**src/rtl/matrix_pkg.sv**
```systemverilog
// Shared definitions for the matrix operand loader: element geometry,
// frame length and the loader FSM state encoding.
package matrix_pkg;

  localparam int ELEM_W    = 8;
  localparam int N_ELEM    = 4;
  localparam int FRAME_LEN = 2 * N_ELEM;

  typedef enum logic [1:0] {
    LOAD_A  = 2'd0,
    LOAD_B  = 2'd1,
    PRESENT = 2'd2
  } state_t;

endpackage

```
**src/rtl/matrix_pack_reg.sv**
```systemverilog
// Byte-lane write register: one element lane is written per cycle,
// lane 0 landing in the most significant element of the word.
module matrix_pack_reg #(
  parameter int ELEM_W = 8,
  parameter int N_ELEM = 4,
  localparam int LANE_W = (N_ELEM > 1) ? $clog2(N_ELEM) : 1
) (
  input  logic                     clk,
  input  logic                     rst_n,
  input  logic                     clr_i,
  input  logic                     we_i,
  input  logic [LANE_W-1:0]        lane_i,
  input  logic [ELEM_W-1:0]        data_i,
  output logic [ELEM_W*N_ELEM-1:0] word_o
);

  logic [ELEM_W*N_ELEM-1:0] word_q;

  // Clear wins over write; otherwise only the selected lane is updated.
  always_ff @(posedge clk or negedge rst_n) begin
    if (!rst_n) begin
      word_q <= '0;
    end else if (clr_i) begin
      word_q <= '0;
    end else begin
      for (int i = 0; i < N_ELEM; i++) begin
        if (we_i && (lane_i == LANE_W'(i))) begin
          word_q[(N_ELEM-1-i)*ELEM_W +: ELEM_W] <= data_i;
        end
      end
    end
  end

  assign word_o = word_q;

endmodule

```
**src/rtl/matrix_operand_loader.sv**
```systemverilog
// Packs an 8-element byte stream into operand words A and B and presents
// the pair to the 2x2 multiplier. Frames are checked against in_last;
// malformed frames are dropped and flagged in a sticky frame_err.
//
// Handshakes: a beat moves on a rising clk edge where valid && ready are
// both high. The producer holds valid and data stable until that edge; the
// consumer's ready never depends combinationally on valid. in_ready and
// out_valid are registered and never high together, so an element transfer
// and an operand handoff cannot coincide.
module matrix_operand_loader #(
  parameter int ELEM_W = matrix_pkg::ELEM_W,
  parameter int N_ELEM = matrix_pkg::N_ELEM,
  localparam int OP_W   = ELEM_W * N_ELEM,
  localparam int CNT_W  = $clog2(2 * N_ELEM),
  localparam int LANE_W = (N_ELEM > 1) ? $clog2(N_ELEM) : 1
) (
  input  logic              clk,
  input  logic              rst,
  input  logic              in_valid,
  output logic              in_ready,
  input  logic [ELEM_W-1:0] in_data,
  input  logic              in_last,
  input  logic              flush,
  output logic              out_valid,
  input  logic              out_ready,
  output logic [OP_W-1:0]   a_out,
  output logic [OP_W-1:0]   b_out,
  output logic              frame_err,
  output logic [CNT_W-1:0]  elem_cnt,
  output logic [1:0]        dbg_state
);

  import matrix_pkg::*;

  state_t             state_q, state_d;
  logic [CNT_W-1:0]   cnt_q, cnt_d;
  logic               err_q, err_d;
  logic               in_ready_q, in_ready_d;
  logic               out_valid_q, out_valid_d;
  logic               wr_a, wr_b, clr;
  logic               xfer, last_slot;

  assign xfer      = in_valid && in_ready_q;
  assign last_slot = (cnt_q == CNT_W'(2 * N_ELEM - 1));

  // Registered FSM state, element counter, error flag and handshake outputs.
  always_ff @(posedge clk or negedge rst) begin
    if (!rst) begin
      state_q     <= LOAD_A;
      cnt_q       <= '0;
      err_q       <= 1'b0;
      in_ready_q  <= 1'b0;
      out_valid_q <= 1'b0;
    end else begin
      state_q     <= state_d;
      cnt_q       <= cnt_d;
      err_q       <= err_d;
      in_ready_q  <= in_ready_d;
      out_valid_q <= out_valid_d;
    end
  end

  // Next-state logic: flush overrides everything, then framing check on each transfer.
  always_comb begin
    state_d = state_q;
    cnt_d   = cnt_q;
    err_d   = err_q;
    wr_a    = 1'b0;
    wr_b    = 1'b0;
    clr     = 1'b0;
    if (flush) begin
      state_d = LOAD_A;
      cnt_d   = '0;
      err_d   = 1'b0;
      clr     = 1'b1;
    end else begin
      case (state_q)
        LOAD_A, LOAD_B: begin
          if (xfer) begin
            // The byte lands even on a bad transfer; partial lanes are simply overwritten later.
            wr_a = (state_q == LOAD_A);
            wr_b = (state_q == LOAD_B);
            if (in_last != last_slot) begin
              err_d   = 1'b1;
              cnt_d   = '0;
              state_d = LOAD_A;
            end else if (last_slot) begin
              cnt_d   = '0;
              state_d = PRESENT;
            end else begin
              cnt_d = cnt_q + CNT_W'(1);
              if (cnt_q == CNT_W'(N_ELEM - 1)) begin
                state_d = LOAD_B;
              end
            end
          end
        end
        PRESENT: begin
          if (out_valid_q && out_ready) begin
            state_d = LOAD_A;
          end
        end
        default: state_d = LOAD_A;
      endcase
    end
    // Handshake outputs are registered copies of what the next state implies.
    in_ready_d  = (state_d != PRESENT);
    out_valid_d = (state_d == PRESENT);
  end

  matrix_pack_reg #(.ELEM_W(ELEM_W), .N_ELEM(N_ELEM)) u_pack_a (
    .clk    (clk),
    .rst_n  (rst),
    .clr_i  (clr),
    .we_i   (wr_a),
    .lane_i (cnt_q[LANE_W-1:0]),
    .data_i (in_data),
    .word_o (a_out)
  );

  matrix_pack_reg #(.ELEM_W(ELEM_W), .N_ELEM(N_ELEM)) u_pack_b (
    .clk    (clk),
    .rst_n  (rst),
    .clr_i  (clr),
    .we_i   (wr_b),
    .lane_i (cnt_q[LANE_W-1:0]),
    .data_i (in_data),
    .word_o (b_out)
  );

  assign in_ready  = in_ready_q;
  assign out_valid = out_valid_q;
  assign frame_err = err_q;
  assign elem_cnt  = cnt_q;
  assign dbg_state = state_q;

endmodule

```
**config.mk**
```make
export PLATFORM = sky130hd
export DESIGN_NAME = matrix_operand_loader
export DESIGN_NICKNAME = d
export VERILOG_FILES = /design/src/rtl/matrix_pkg.sv /design/src/rtl/matrix_pack_reg.sv /design/src/rtl/matrix_operand_loader.sv
export SDC_FILE = /design/constraint.sdc
export NUM_CORES = 1
export LEC_CHECK = 0
export ABC_AREA = 1
export BUFFER_PORTS_ARGS = -buffer_cell sky130_fd_sc_hd__buf_2
export CELL_PAD_IN_SITES_DETAIL_PLACEMENT = 0
export CELL_PAD_IN_SITES_GLOBAL_PLACEMENT = 2
export CORE_ASPECT_RATIO = 0.8
export CORE_UTILIZATION = 31
export DETAILED_ROUTE_END_ITERATION = 10
export GPL_TIMING_DRIVEN = 0
export PLACE_DENSITY = 0.78
export SETUP_SLACK_MARGIN = 0.02
export SLEW_MARGIN = 5
export SYNTH_ARGS = -nofsm -noshare
export SYNTH_HDL_FRONTEND = slang
export SYNTH_SLANG_ARGS = --single-unit
```
**constraint.sdc**
```tcl
create_clock -name clk -period 1.7 [get_ports clk]
set_clock_uncertainty 0.2 [all_clocks]
set_input_delay 0.425 -clock clk [delete_from_list [all_inputs] [get_ports clk]]
set_output_delay 0.425 -clock clk [all_outputs]
set_load 0.1 [all_outputs]
```
; ---- Word-level counts from Yosys, hierarchy flattened
; Cells that the tools add are included.
[word_totals]
wordCells = 83
reg_bits = 72
[op_classes]
n_mux = 33
eq_ne = 10
reduce_logical = 26
n_addsub = 1
[ops]
columns = operator, count
row1 = two-way mux 32 bit, 2
row2 = two-way mux 8 bit, 8
row3 = nonzero test 2 bit, 11
row4 = two-way mux 3 bit, 5
row5 = two-way mux 2 bit, 6
row6 = two-way mux 1 bit, 11
row7 = logical AND 1 bit, 10
row8 = == test 2 bit (second input constant), 4
row9 = == test 2 x 1 -> 1 bit (second input constant), 2
row10 = zero test 2 bit, 2
row11 = one-hot mux 2 bit (2 select lines), 1
row12 = adder 3 x 1 -> 3 bit (second input constant), 1
row13 = == test 3 x 2 -> 1 bit (second input constant), 1
row14 = == test 3 bit (second input constant), 1
row15 = AND reduction 3 bit, 1
row16 = inequality test 2 bit (second input constant), 1
row17 = AND reduction 2 bit, 1
row18 = OR reduction 2 bit, 1
row19 = inequality test 1 bit, 1

; ---- Longest topological paths before layout
; Gate-level depths: netlist of run 1.
[depth]
depth_word = 8
depth_mapped = 9

; ---- By module
; A second synthesis of run 1 with hierarchy kept.
[hier_totals]
hier_cells = 380
area_unflattened_um2 = 3343.2
[modules_own_cells]
columns = module, cells_each, instances, area_each_um2, seq_area_each_um2
row1 = matrix_pack_reg, 163, 2, 1446.4, 800.8
row2 = matrix_operand_loader, 54, 1, 450.4, 200.2

; ---- Worst setup path before layout of run 1
; No wires, ideal clock.
[synth_timing]
kind = register to register
startpoint = register cnt_q[1] (netlist: elem_cnt[1])
endpoint = register u_pack_b.word_q[0] (netlist: u_pack_b.word_o[0])
path_buffers = 1
period_less_slack_ns = 2.296
path_slack_ns = -0.596
path_stages_with_launch = 6
arrival_time_ns = 1.973
setup_time_ns = 0.123
path_cell_list = dfrtp_1 ha_1 buf_2 nand4_1 nand3_1 nand2_1
[synth_between]
elab_chain_len = 3
[synth_lines]
columns = item, line
row1 = start: declaration, matrix_operand_loader.sv:36  ; logic [CNT_W-1:0] cnt_q, cnt_d;
row2 = start signal: assignment, matrix_operand_loader.sv:56  ; cnt_q <= cnt_d;
row3 = == test 2 bit, matrix_pack_reg.sv:27  ; if (we_i && (lane_i == LANE_W'(i))) begin
row4 = logical AND 1 bit, matrix_pack_reg.sv:27
row5 = nonzero test 2 bit (no source line), n/a
row6 = end signal: indexed assignment, matrix_pack_reg.sv:28  ; word_q[(N_ELEM-1-i)*ELEM_W +: ELEM_W] <= data_i;
row7 = end: declaration, matrix_pack_reg.sv:17  ; logic [ELEM_W*N_ELEM-1:0] word_q;
; No other way between the ends.
; A chain may end at the register's enable or synchronous reset.

; ---- Worst setup path in the final report of run 1
[layout_timing]
startpoint = register cnt_q[0] (netlist: elem_cnt[0])
endpoint = output port elem_cnt[0]
[layout_lines]
columns = item, line
row1 = end: declaration, matrix_operand_loader.sv:29  ; output logic [CNT_W-1:0] elem_cnt,
; No word-level cell between the ends.

==> summary.txt, run 1 <==
Clock network
  • CTS Sinks: 72
  • Clk Latency, worst-skew pair: 0.33 ns
  • Max Buffers Root-to-Sink: 2
  • CTS tree: yes
  • Number of buffers created by CTS: 9
  • Reg clk slew, reported paths: 0.05 ns
  • Clock H-tree levels: 3
  • Clock Root Buffer: clkbuf_16

Placement
  • DP Worst Slack: -0.377 ns
  • Buffers on Ports: 85
  • DP Wirelength: 6470 um
  • DP Cell Count: 582
  • Placed cell area: 3990 um2
  • Final GP Congestion: 0.781

Yosys
  • Mapped Area: 3250 um2
  • Yosys warns: 0
  • Synth cell types: 22
  • Syn_area_per_cell: 9.13 um2
  • Cells after Synth: 356
  • Seq/Total Area, Yosys: 55.4%
  • Syn nets: 375
  • Flop and latch count out of synthesis: 72

Worst setup path
  • CP cell instances: buf_6 > buf_12
  • FF-to-FF Start: elem_cnt[1]
  • Critical path required time: 1.07 ns
  • Critical path peak fanout: 4
  • RR Endpoint: u_pack_a.word_o[14]
  • CP peak stage delay: 0.52 ns
  • Cell count of the worst reg-to-reg path: 7
  • Critical Path Sink Type: output pin
  • Arrival @ worst endpoint: 1.13 ns
  • Buffers plus inverters on the worst setup path: 2
  • Setup Crit Path Kind: reg -> out
  • CP top delay family: flip-flops
  • CP max-delay cell: dfrtp_4
  • Critical Path Start Type: register
  • Reg-to-reg slack, setup: 0.06 ns

Floorplan
  • Initial Utilization: 31.8%
  • Ports: 86
  • Die Height: 93.6 um
  • Die Area: 10,900 um2
  • Std-Cell Rows: 33
  • Core Footprint: 10,200 um2
  • Chip width: 117 um

Pwr
  • IR drop worst, VDD: 0.000538 V
  • Power per Cell Area: 888 nW/um2
  • Pleak: 2.61 nW
  • Final Power: 4.25 mW

GRT
  • Number of global-route vias before repair: 2,697
  • GRT Residual Overflow: 0
  • Largest net degree at the start of global routing: 50
  • First-pass GRT wire length: 14,900 um
  • GRT Total Usage: 18.8%
  • Initial antenna violation count: 0

Timing
  • Minimum clock period: 1.76 ns
  • Actual slew at the worst max-slew pin: 0.848 ns
  • Slew Limit Fails: 0
  • Final setup vio count: 1
  • Setup ws final: -0.0590 ns
  • F_max: 569 MHz
  • Hold Vio Cnt, Final: 0
  • Relative slew slack: 43.2%
  • Period Utilization, post-route: 103%
  • Setup TNS: -0.0590 ns
  • RSZ-0062 raised after global routing: yes
  • Final hold slack: 0.247 ns

Detailed routing
  • Final WL: 9710 um
  • DR vias: 2,854
  • DRT Pass-1 Iters: 4
  • ANT nets after route: 0
  • Vias per cell: 4.63
  • Metal3 WL: 490 um
  • Routed length per instance: 15.8 um
  • DRC Markers: 0
  • M1 wire length: 4810 um
  • Top sig layer: met4
  • Initial DRC Count: 139
  • Wire length on met2: 4370 um

Hold path
  • Min-delay src: in_last
  • Worst Hold End: frame_err
  • Hold crit path type: in -> reg
  • Hold depth: 4

Status
  • Outcome: finished, violations left
  • Failing checks: negative setup slack

Final layout
  • Post-route insts no fill: 616
  • Share of cells above drive strength 1: 36.8%
  • Final instance area: 4780 um2
  • # nets final: 491
  • Antenna diodes: 0
  • Area Overhead vs Synth: 47.1%
  • Most frequent cells in the layout: 103 x nand2_1, 98 x nand3_1, 76 x buf_4, 66 x dfrtp_1, 18 x buf_6
  • Leading cell type in the layout, fill and taps excluded: nand2_1
  • Post-layout util: 46.7%

Flow run
  • Max Cap Violations: 0
-- power breakdown --
group          internal (mW)  switching (mW)  total, mW
sequential              1.73          0.0145       1.75
clock                   1.35           0.690       2.04
combinational          0.123           0.335      0.458
-- how the worst max path moves through the flow --
| stage | from | end | slack (ns) | depth (start not counted) |
|---|---|---|---|---|
| 5_1_grt | elem_cnt[0] | elem_cnt[0] | -0.09 | 2 |
| 2_1_floorplan | elem_cnt[0] | u_pack_b.word_o[24] | -0.1 | 6 |
| 3_3_place_gp | rst | in_ready | -0.75 | 1 |
| 6_report | elem_cnt[0] | elem_cnt[0] | -0.06 | 2 |
| 4_1_cts | elem_cnt[0] | elem_cnt[0] | -0.08 | 2 |
| 3_5_place_dp | flush | u_pack_b.word_o[11] | -0.38 | 5 |
-- registers in the layout, summed over array words and instances, names as in the netlist --
| register | cells |
|---|---|
| out_valid | 1 |
| u_pack_a.word_o | 32 |
| frame_err | 1 |
| dbg_state | 2 |
| u_pack_b.word_o | 32 |
| elem_cnt | 3 |
| in_ready | 1 |
-- worst min-delay path, delay by kind of cell --
family	cells	cell delay, ns
buf+inv	1	0.09
simple gates	2	0.16
compound gates	1	0.05
-- metal layers --
metal | track usage, % | vias to the layer above
li1 | - | 1406
met1 | 27.1 | 1374
met2 | 27.2 | 72
met3 | 4.86 | 2
met4 | 5.77 | 0
met5 | 0 | -
-- layout make-up --
cell class	count	area (um2)
inverter	26	116
tap	140	175
buffer	15	164
clock buffer	12	256
clock inverter	3	65.1
fill	1045	5460
timing repair buffer	104	873
multi-input combinational	244	1320
sequential	72	1820
-- synthesized netlist by cell type --
cell | number | area share (%)
o22ai_1 | 1 | 0.19
nand3_2 | 3 | 0.92
clkbuf_2 | 3 | 0.46
a21oi_1 | 1 | 0.15
nor2_1 | 8 | 0.92
inv_1 | 19 | 2.2
nand4_1 | 4 | 0.77
inv_2 | 3 | 0.35
nor2_4 | 3 | 1.0
nor2_8 | 1 | 0.62
o21ai_1 | 2 | 0.31
nand2_1 | 109 | 13
buf_6 | 9 | 3.1
nand3_4 | 4 | 2.2
buf_2 | 1 | 0.15
nand2_4 | 1 | 0.35
clkinv_2 | 4 | 0.62
o21ai_0 | 2 | 0.31
nand3_1 | 99 | 15
dfrtp_1 | 72 | 55
clkbuf_1 | 2 | 0.23
ha_1 | 5 | 1.9
-- cells by family (layout without fill, tap and decap cells) --
| group | Yosys count | after routing | share of synthesized area, % |
|---|---|---|---|
| AOI/OAI and AO/OA | 6 | 6 | 0.962 |
| buffers and inverters | 41 | 160 | 7.12 |
| adders and majority gates | 5 | 5 | 1.92 |
| DFF | 72 | 72 | 55.4 |
| and+or+nand+nor | 232 | 233 | 34.6 |
-- what timing repair did --
item / 4_1_cts / 5_1_grt
gates resized for setup: 89 / 15
hold buffers: 1 / 0
cloned: 0 / 1
endpoints found under the hold margin: 23 / 0
pin swaps: 1 / 4
setup buffers: 6 / 11
setup endpoints to repair: 109 / 51
No activity file was read; power rests on OpenSTA's default activity.
==> inputs of run 2 (changes only) <==
==> constraint.sdc (replaced) <==
create_clock -name clk -period 1.7 [get_ports clk]
set_clock_uncertainty 0.2 [all_clocks]
set_input_delay 0.085 -clock clk [delete_from_list [all_inputs] [get_ports clk]]
set_output_delay 0.085 -clock clk [all_outputs]
set_load 0.1 [all_outputs]
==> run 2 against run 1 <==
Against the previous run:
- the run now ends clean
- power hardly changed
- via count increased by 0.18%
- clock power about the same
- sequential share of layout area increased by 1.8 points
- hold slack lost 0.23 ns
- sequential power is essentially flat
- global-route usage increased by 0.15 points
- largest cell class unchanged
- critical path type is now reg -> reg
- non-clock buffer count grew 2
- maximum frequency is 8.9% higher
- utilization is 2.2 points lower
==> summary.txt, run 2 (synthesis results as in run 1) <==
Status
  • Outcome: finished clean (was finished, violations left)

Clock network
  • Clock Root Buffer: clkbuf_16 (unchanged)
  • CTS tree: yes (unchanged)
  • Clk Latency, worst-skew pair: 0.33 ns (about the same)
  • CTS Sinks: 72 (unchanged)
  • Reg clk slew, reported paths: 0.06 ns (was 0.05 ns)
  • Number of buffers created by CTS: 9 (unchanged)
  • Max Buffers Root-to-Sink: 2 (unchanged)
  • Clock H-tree levels: 3 (unchanged)

Pwr
  • Pleak: 2.61 nW (about the same)
  • IR drop worst, VDD: 0.000531 V (was 0.000538 V)
  • Final Power: 4.25 mW (about the same)
  • Power per Cell Area: 931 nW/um2 (was 888 nW/um2)

Timing
  • RSZ-0062 raised after global routing: yes (unchanged)
  • Period Utilization, post-route: 95.0% (was 103%)
  • Minimum clock period: 1.62 ns (was 1.76 ns)
  • Actual slew at the worst max-slew pin: 1.06 ns (was 0.848 ns)
  • Final hold slack: 0.0129 ns (was 0.247 ns)
  • Setup ws final: 0.0842 ns (was -0.0590 ns)
  • Relative slew slack: 29.0% (was 43.2%)
  • Slew Limit Fails: 0 (unchanged)
  • Final setup vio count: 0 (was 1)
  • Hold Vio Cnt, Final: 0 (unchanged)
  • Setup TNS: 0 ns (was -0.0590 ns)
  • F_max: 619 MHz (was 569 MHz)

Detailed routing
  • DR vias: 2,859 (was 2,854)
  • DRC Markers: 0 (unchanged)
  • ANT nets after route: 0 (unchanged)
  • Routed length per instance: 15.8 um (about the same)
  • Final WL: 9750 um (was 9710 um)
  • DRT Pass-1 Iters: 4 (unchanged)
  • Initial DRC Count: 127 (was 139)
  • Vias per cell: 4.63 (about the same)

Worst setup path
  • Setup Crit Path Kind: reg -> reg (was reg -> out)
  • CP cell instances: buf_4 > ha_4 > buf_8 > nand3_4 > clkinv_4 > nand2_1 > nand2_1 (was buf_6 > buf_12)
  • CP peak stage delay: 0.51 ns (was 0.52 ns)
  • Critical path required time: 1.72 ns (was 1.07 ns)
  • Critical Path Start Type: register (unchanged)
  • Buffers plus inverters on the worst setup path: 3 (was 2)
  • Most used cell, CP: nand2_1
  • Arrival @ worst endpoint: 1.64 ns (was 1.13 ns)
  • CP top delay family: flip-flops (unchanged)
  • Cell count of the worst reg-to-reg path: 7 (unchanged)
  • CP max-delay cell: dfrtp_4 (unchanged)
  • Critical path depth: 7 (was 2)
  • Critical Path Sink Type: register (was output pin)
  • Critical path peak fanout: 10 (was 4)

GRT
  • GRT Total Usage: 18.9% (was 18.8%)
  • First-pass GRT wire length: 15,000 um (was 14,900 um)
  • Gr busiest metal: met1 (was met2)
  • Met1 Use GR: 27.4% (was 27.1%)
  • Initial antenna violation count: 0 (unchanged)
  • Number of global-route vias before repair: 2,683 (was 2,697)
  • GRT Residual Overflow: 0 (unchanged)
  • Largest net degree at the start of global routing: 50 (unchanged)
  • Grt met3 use: 4.93% (was 4.86%)
  • GR Layer Usage met2: 27.3% (was 27.2%)

Final layout
  • Share of cells above drive strength 1: 34.9% (was 36.8%)
  • Most frequent cells in the layout: 105 x nand2_1, 98 x nand3_1, 84 x buf_2, 66 x dfrtp_1, 16 x inv_1 (was 103 x nand2_1, 98 x nand3_1, 76 x buf_4, 66 x dfrtp_1, 18 x buf_6)
  • Area Overhead vs Synth: 40.3% (was 47.1%)
  • Antenna diodes: 0 (unchanged)
  • Post-layout util: 44.6% (was 46.7%)
  • Register Area: 1820 um2 (unchanged)
  • Multi-input gate area: 1310 um2 (was 1320 um2)
  • Leading cell type in the layout, fill and taps excluded: nand2_1 (unchanged)
  • # nets final: 493 (was 491)
  • # fillers: 1,069 (was 1,045)

Placement
  • DP Worst Slack: -0.150 ns (was -0.377 ns)
  • Buffers on Ports: 85 (unchanged)
  • DP Wirelength: 6470 um (unchanged)
  • Final GP Congestion: 0.781 (unchanged)

Floorplan
  • Initial Utilization: 31.8% (unchanged)
  • Die Height: 93.6 um (unchanged)
  • Die Area: 10,900 um2 (unchanged)
  • Core Footprint: 10,200 um2 (unchanged)
  • Chip width: 117 um (unchanged)
  • Std-Cell Rows: 33 (unchanged)
  • Ports: 86 (unchanged)

Hold path
  • Hold crit path type: in -> async (was in -> reg)

Flow run
  • Max Cap Violations: 0 (unchanged)
-- run 2: cell types whose count changed in the layout (fill, tap and decap cells not counted), sizes merged --
cell,change
dlygate4sd3,+3
clkbuf,-1
-- run 2: cell type report --
class,count,area share (%)
repair buffers,106,14.5
multi-input cells,244,28.6
clock inverters,3,1.43
flip-flops and latches,72,39.8
inverters,26,2.55
clock buffers,12,5.62
plain buffers,15,3.62
well taps,140,3.84
-- run 2: what timing repair did --
| item | 4_1_cts | 5_1_grt |
|---|---|---|
| hold endpoints to repair | 78 | 0 |
| hold buffers | 4 | 0 |
| gates resized for setup | 0 | 10 |
| pin swaps | 1 | 4 |
| setup endpoints to repair | 33 | 39 |
| gates cloned | 0 | 1 |
| setup buffers | 6 | 10 |
-- run 2: final timing paths --
kind	endpoint	slack [ns]	startpoint
setup / recovery	u_pack_a.word_o[14]	0.08	elem_cnt[1]
hold / removal	elem_cnt[1]	0.01	rst
setup reg to reg	u_pack_a.word_o[14]	0.08	elem_cnt[1]
hold reg to reg	u_pack_a.word_o[3]	0.29	u_pack_a.word_o[3]
max in group asynchronous	dbg_state[0]	0.73	rst
min in group clk	u_pack_a.word_o[31]	0.03	in_data[7]
-- run 2: power by group --
part | leakage (nW) | internal (mW) | switching (mW) | total [mW]
combinational | 1.47 | 0.118 | 0.336 | 0.455
sequential | 0.988 | 1.73 | 0.0132 | 1.75
clock | 0.159 | 1.35 | 0.691 | 2.05
total | 2.61 | 3.21 | 1.04 | 4.25
-- run 2: metal layers --
| metal | wire length (um) | vias up |
|---|---|---|
| met3 | 456 | 2 |
| li1 | - | 1411 |
| met4 | 29 | 0 |
| met2 | 4390 | 70 |
| met5 | 0 | - |
| met1 | 4880 | 1376 |
-- run 2: through the flow --
stage	instances	area, um2
2_1_floorplan	356	3360
3_3_place_gp	581	3960
3_5_place_dp	582	3990
4_1_cts	607	4410
5_1_grt	618	4560
6_report	618	4560
